File: src/rtl/ser_pkg.sv
// Shared types and constants for the bit serializer.
package ser_pkg;

    typedef enum logic [1:0] {
        IDLE   = 2'd0,
        SHIFT  = 2'd1,
        PARITY = 2'd2
    } state_t;

    // Value driven on the serial line whenever no frame is in flight.
    localparam logic LINE_IDLE = 1'b0;

endpackage

File: src/rtl/bit_serializer.sv
// Parallel-to-serial converter that feeds a downstream sequence detector.
// A word is accepted on a valid/ready handshake and shifted out one bit per
// cycle on the registered output j. Optional macro SER_PARITY_EN appends one
// odd-parity bit after the data bits.
module bit_serializer
    import ser_pkg::*;
#(
    parameter int WIDTH     = 8,
    parameter int MSB_FIRST = 1
) (
    input  logic             cl,
    input  logic             r,
    input  logic [WIDTH-1:0] din,
    input  logic             load_valid,
    output logic             load_ready,
    output logic             j,
    output logic             busy,
    output logic             done
);

    localparam int CW = $clog2(WIDTH) + 1;

    state_t           state, state_n;
    logic [CW-1:0]    cnt, cnt_n;
    logic [WIDTH-1:0] sreg, sreg_n;
    logic             j_n, busy_n, done_n, ready_n;
`ifdef SER_PARITY_EN
    logic             par, par_n;
`endif

    // Next-state and next-output decode; all outputs are registered below.
    always_comb begin
        state_n = state;
        cnt_n   = cnt;
        sreg_n  = sreg;
        j_n     = LINE_IDLE;
        busy_n  = busy;
        done_n  = 1'b0;
        ready_n = load_ready;
`ifdef SER_PARITY_EN
        par_n   = par;
`endif
        case (state)
            IDLE: begin
                busy_n  = 1'b0;
                ready_n = 1'b1;
                if (load_valid && load_ready) begin
                    state_n = SHIFT;
                    busy_n  = 1'b1;
                    ready_n = 1'b0;
                    cnt_n   = CW'(WIDTH - 1);
                    // First bit goes straight to the line; the register keeps the rest.
                    j_n     = (MSB_FIRST != 0) ? din[WIDTH-1] : din[0];
                    sreg_n  = (MSB_FIRST != 0) ? (din << 1) : (din >> 1);
`ifdef SER_PARITY_EN
                    par_n   = ~(^din);
`else
                    done_n  = (WIDTH == 1);
`endif
                end
            end
            SHIFT: begin
                if (cnt == '0) begin
`ifdef SER_PARITY_EN
                    state_n = PARITY;
                    j_n     = par;
                    done_n  = 1'b1;
`else
                    state_n = IDLE;
                    busy_n  = 1'b0;
                    ready_n = 1'b1;
`endif
                end else begin
                    cnt_n  = cnt - CW'(1);
                    j_n    = (MSB_FIRST != 0) ? sreg[WIDTH-1] : sreg[0];
                    sreg_n = (MSB_FIRST != 0) ? (sreg << 1) : (sreg >> 1);
`ifndef SER_PARITY_EN
                    done_n = (cnt == CW'(1));
`endif
                end
            end
`ifdef SER_PARITY_EN
            PARITY: begin
                state_n = IDLE;
                busy_n  = 1'b0;
                ready_n = 1'b1;
            end
`endif
            default: begin
                state_n = IDLE;
                busy_n  = 1'b0;
                ready_n = 1'b1;
            end
        endcase
    end

    // State and output registers; reset wins over any accept on the same edge.
    always_ff @(posedge cl) begin
        if (r) begin
            state      <= IDLE;
            cnt        <= '0;
            sreg       <= '0;
            j          <= LINE_IDLE;
            busy       <= 1'b0;
            done       <= 1'b0;
            load_ready <= 1'b1;
`ifdef SER_PARITY_EN
            par        <= 1'b0;
`endif
        end else begin
            state      <= state_n;
            cnt        <= cnt_n;
            sreg       <= sreg_n;
            j          <= j_n;
            busy       <= busy_n;
            done       <= done_n;
            load_ready <= ready_n;
`ifdef SER_PARITY_EN
            par        <= par_n;
`endif
        end
    end

endmodule

File: config.mk
export PLATFORM = sky130hd
export DESIGN_NAME = bit_serializer
export DESIGN_NICKNAME = d
export VERILOG_FILES = /design/src/rtl/ser_pkg.sv /design/src/rtl/bit_serializer.sv
export SDC_FILE = /design/constraint.sdc
export NUM_CORES = 1
export LEC_CHECK = 0
export ABC_CLOCK_PERIOD_IN_PS = 2000
export BUFFER_PORTS_ARGS = -buffer_cell sky130_fd_sc_hd__buf_4
export CORE_MARGIN = 1
export CORE_UTILIZATION = 40
export DETAILED_ROUTE_END_ITERATION = 16
export GPL_ROUTABILITY_DRIVEN = 0
export GPL_TIMING_DRIVEN = 0
export HOLD_SLACK_MARGIN = 0.06
export PLACE_DENSITY = 0.62
export SYNTH_ARGS = -nofsm -noshare
export SYNTH_HDL_FRONTEND = slang
export SYNTH_SLANG_ARGS = --single-unit
File: constraint.sdc
create_clock -name cl -period 2 [get_ports cl]
set_clock_uncertainty 0.2 [all_clocks]
set_input_delay 0.1 -clock cl [delete_from_list [all_inputs] [get_ports cl]]
set_output_delay 0.1 -clock cl [all_outputs]
set_load 0.1 [all_outputs]
; ---- Yosys cells after proc, flatten, opt, wreduce, memory -nomap -nowiden
; Cells that the tools add are included.
; W data, S select, Z words.
[totals]
output_inout_bits = 4
word_cells = 39
reg_bits = 18
[op_classes]
n_eq_ne = 5
n_addsub = 1
reduce_logical = 7
bitwise = 1
n_mux = 18
[ops]
columns = cell, n
row1 = $mux W8, 2
row2 = $pmux W8 S2, 1
row3 = $mux W4, 2
row4 = $pmux W4 S2, 1
row5 = $mux W1, 6
row6 = $ne A2 B2 Y1 const B, 3
row7 = $pmux W1 S2, 3
row8 = $eq A4 B1 Y1 const B, 1
row9 = $logic_not A4 Y1, 1
row10 = $mux W2, 2
row11 = $pmux W2 S2, 1
row12 = $sub A4 B1 Y4 const B, 1
row13 = $reduce_and A3 Y1, 1
row14 = $reduce_or A3 Y1, 1
row15 = $eq A2 B1 Y1 const B, 1
row16 = $logic_not A2 Y1, 1
row17 = $reduce_and A2 Y1, 1
row18 = $reduce_bool A2 Y1, 1
row19 = $logic_and A1 B1 Y1, 1
row20 = $not A1 Y1, 1

; ---- Depth between registers and ports, before layout
[depth]
ltp_word = 3
depth_mapped = 6
mapped_depth_nobuf = 5

; ---- Worst setup path after synthesis
; OpenSTA, ideal clock, no wires.
[synth_timing]
path_kind = reg2reg
startpoint = reg load_ready
endpoint = reg sreg[3]
setup_time_ps = 80
slack_ps = -131
t_required_ps = 1720
stages_incl_launch_ff = 5
arrival_ps = 1850
synth_period_minus_slack_ps = 2131
cell_sequence = dfxtp_1 and3b_1 clkbuf_1 a211oi_1 a211oi_2
[synth_between]
elab_chain_len = 3
[synth_lines]
columns = element, line_no
row1 = "start, declared", bit_serializer.sv:15  ; output logic load_ready,
row2 = "start signal, assigned", bit_serializer.sv:117  ; load_ready <= ready_n;
row3 = $logic_and A1 B1 Y1, bit_serializer.sv:47  ; if (load_valid && load_ready) begin
row4 = $ne A2 B2 Y1 (no source line), --
row5 = $reduce_and A3 Y1 (no source line), --
row6 = "end signal, assigned", bit_serializer.sv:113  ; sreg <= sreg_n;
row7 = "end, declared", bit_serializer.sv:25  ; logic [WIDTH-1:0] sreg, sreg_n;
; Every way passes these cells.
; A chain may end at the register's enable or synchronous reset.

; ---- Final worst setup path
[layout_timing]
startpoint = reg cnt[1]
endpoint = reg load_ready
[layout_between]
elab_chain_len = 2
[layout_lines]
columns = element, line_no
row1 = "start, declared", bit_serializer.sv:24  ; logic [CW-1:0] cnt, cnt_n;
row2 = "start signal, assigned", bit_serializer.sv:112  ; cnt <= cnt_n;
row3 = $logic_not A4 Y1, bit_serializer.sv:63  ; if (cnt == '0) begin
row4 = $ne A2 B2 Y1 (no source line), --
; Every way passes these cells.

==> results.cfg <==
[timing]
max_freq_mhz = 521
drv_slew = 0
setup_viol = 0
finalSetupTns_ns = 0
timing.final.crit_period_ns = 1.92
period_share = 0.959
finalHoldViolations = 0
rsz0062_at_grt = false
max_slew_margin = 0.597
worstMarginPinSlew_ns = 0.605

[drt]
vias = 617
firstDrtPassIters = 4
wirelength_um = 1570
wl_met3_um = 49
vias_per_cell = 5.10
drt-wirelength-per-cell_um = 13.0
wl_met2_um = 664
drc = 0
drt_iter0_drc = 11
highest_layer = met4
ant_nets = 0
detail_route.wirelength.met1_um = 808

[clock_tree]
numCtsBuffers = 3
clock_latency_ns = 0.29
cts_sinks = 16
post_cts_buffers = 0
htree_levels = 1
tritoncts = built
cts_root_buffer = clkbuf_4
cts.path.max_buffers = 2
path_clk_slew_ns = 0.08

[placement]
place_area_um2 = 900
port_buffers = 14
hpwl_um = 1060
post-place-cells = 109

[worst_setup_path]
crit_path_start_kind = flip-flop
crit_fanout = 10
cp.arrival_ns = 1.90
setup.worst_path.class = flip-flop to flip-flop
cp-end-kind = flip-flop
regToRegSetupSlack_ns = 0.08
cp.required_ns = 1.98

[synth]
syn_avg_cell_area_um2 = 10.9
synth_top_area_frac = 0.420
syn_nets = 83
yosysSeqAreaShare = 0.420
synth_largest_area_cell = dfxtp_1
syn-cell-area_um2 = 762
async_flop_share = 0
ys_types = 27
synthFlopType = dfxtp_1
synthTopCellsByArea = dfxtp_1 (42%), a211oi_2 (9.9%), mux2i_1 (9.2%), a211oi_1 (6.9%), ha_1 (3.3%)
syn-instance-count = 70
ys_ff_latch = 16
yosysWarnings = 0
synth_edf_count = 0

[job]
max-cap-violations = 0

[cells_and_area]
fin_nets = 111
register_area_um2 = 323
drive_gt1_frac = 0.354
final_cells = 121
multi_input_area_um2 = 414
antenna_cells = 0
final_cell_mix = dfxtp_1 (14), buf_4 (14), dlygate4sd3_1 (9)
stdcell_area_um2 = 1030
fill_cells = 171
synthToLayoutAreaGrowth_pct = 34.6

[floorplan]
start_util = 0.432
coreArea_um2 = 1760
die_w_um = 45.6
row_count = 15
num_io_pins = 15
fp.dieH_um = 45.6
dieArea_um2 = 2080

[global_route]
grt_pass1_wl_um = 2620
antenna_found_initial = 0
grt-ovfl-total = 0
grt_start_max_net_pins = 11
grt_pass1_vias = 618
grt_use_total = 0.183

[run_status]
run_status = finished clean

[worst_hold_path]
hold_path.class = input port to flip-flop

[pwr]
ir_drop_mv = 0.462
power_density_nw_per_um2 = 865
p_leak_nw = 0.403
==> synthesized netlist by cell type (2+ instances only) <==
cell and number:
a211oi_1 7, a211oi_2 6, buf_2 2, clkbuf_1 2, dfxtp_1 16, ha_1 2, inv_1 3, mux2i_1 7
nor2_1 6, nor3_1 2
==> sequential cells by signal, summed over array words and instances, names as in the netlist <==
signal / count
cnt: 4
state: 1
load_ready: 1
sreg: 7
j: 1
busy: 1
done: 1
==> kinds of logic (layout without fill, tap and decap cells) <==
family | Yosys count | in the layout | share of synthesized area
buffers and inverters | 8 | 34 | 0.0525
multiplexers | 7 | 7 | 0.0920
AO/OA/AOI/OAI | 21 | 21 | 0.273
adder cells (fa/ha/maj) | 2 | 2 | 0.0328
flip-flops | 16 | 16 | 0.420
AND/OR/NAND/NOR | 16 | 16 | 0.130
==> path summary, 6_finish.rpt <==
check                                 from          to  depth (start not counted)
worst max register to register      cnt[1]  load_ready                          6
worst max-delay path                cnt[1]  load_ready                          6
worst min register to register  load_ready  load_ready                          1
worst min-delay path            load_valid    state[0]                          4
==> metal layers <==
layer  global-route usage  up-vias
met4                0.127        0
li1                     -      316
met3               0.0397        5
met2                0.277       13
met1                0.229      283
met5                    0        -
==> worst max-delay path, stage by stage (launching register included) <==
cell	delay, ns
dfxtp_1	0.32
inv_1	0.14
ha_4	0.16
or3b_4	0.39
buf_6	0.15
and2_4	0.17
a211o_1	0.28
==> final cells by class <==
cell class / count / share of cell area
flip-flops and latches: 16 / 0.315
multi-input cells: 46 / 0.404
plain buffers: 5 / 0.0280
clock buffers: 3 / 0.0220
inverters: 3 / 0.0110
well taps: 25 / 0.0305
repair buffers: 23 / 0.190
==> metrics by stage <==
stage | total power, mW | setup WS, ns | hold slack (ns) | utilization
global route | 0.943 | 0.0226 | 0.212 | 0.582
finish | 0.888 | 0.0816 | 0.165 | 0.582
global placement | 0.699 | 0.0628 | 0.122 | 0.510
floorplan | 0.635 | 0.153 | -0.0338 | -
CTS | 0.886 | 0.0386 | 0.156 | 0.574
detailed placement | 0.703 | 0.0512 | 0.126 | 0.510
==> report_power, final <==
part	total [mW]	switching (mW)	internal, mW
combinational	0.329	0.186	0.143
sequential	0.390	0.0276	0.363
clock	0.169	0.0984	0.0701
total	0.888	0.312	0.575
==> what timing repair did <==
item | CTS | global route
endpoints found under the setup margin | 0 | 4
resized for setup | 0 | 3
hold endpoints to repair | 13 | 0
hold buffers | 9 | 0
Power figures use the tool's default switching activity.
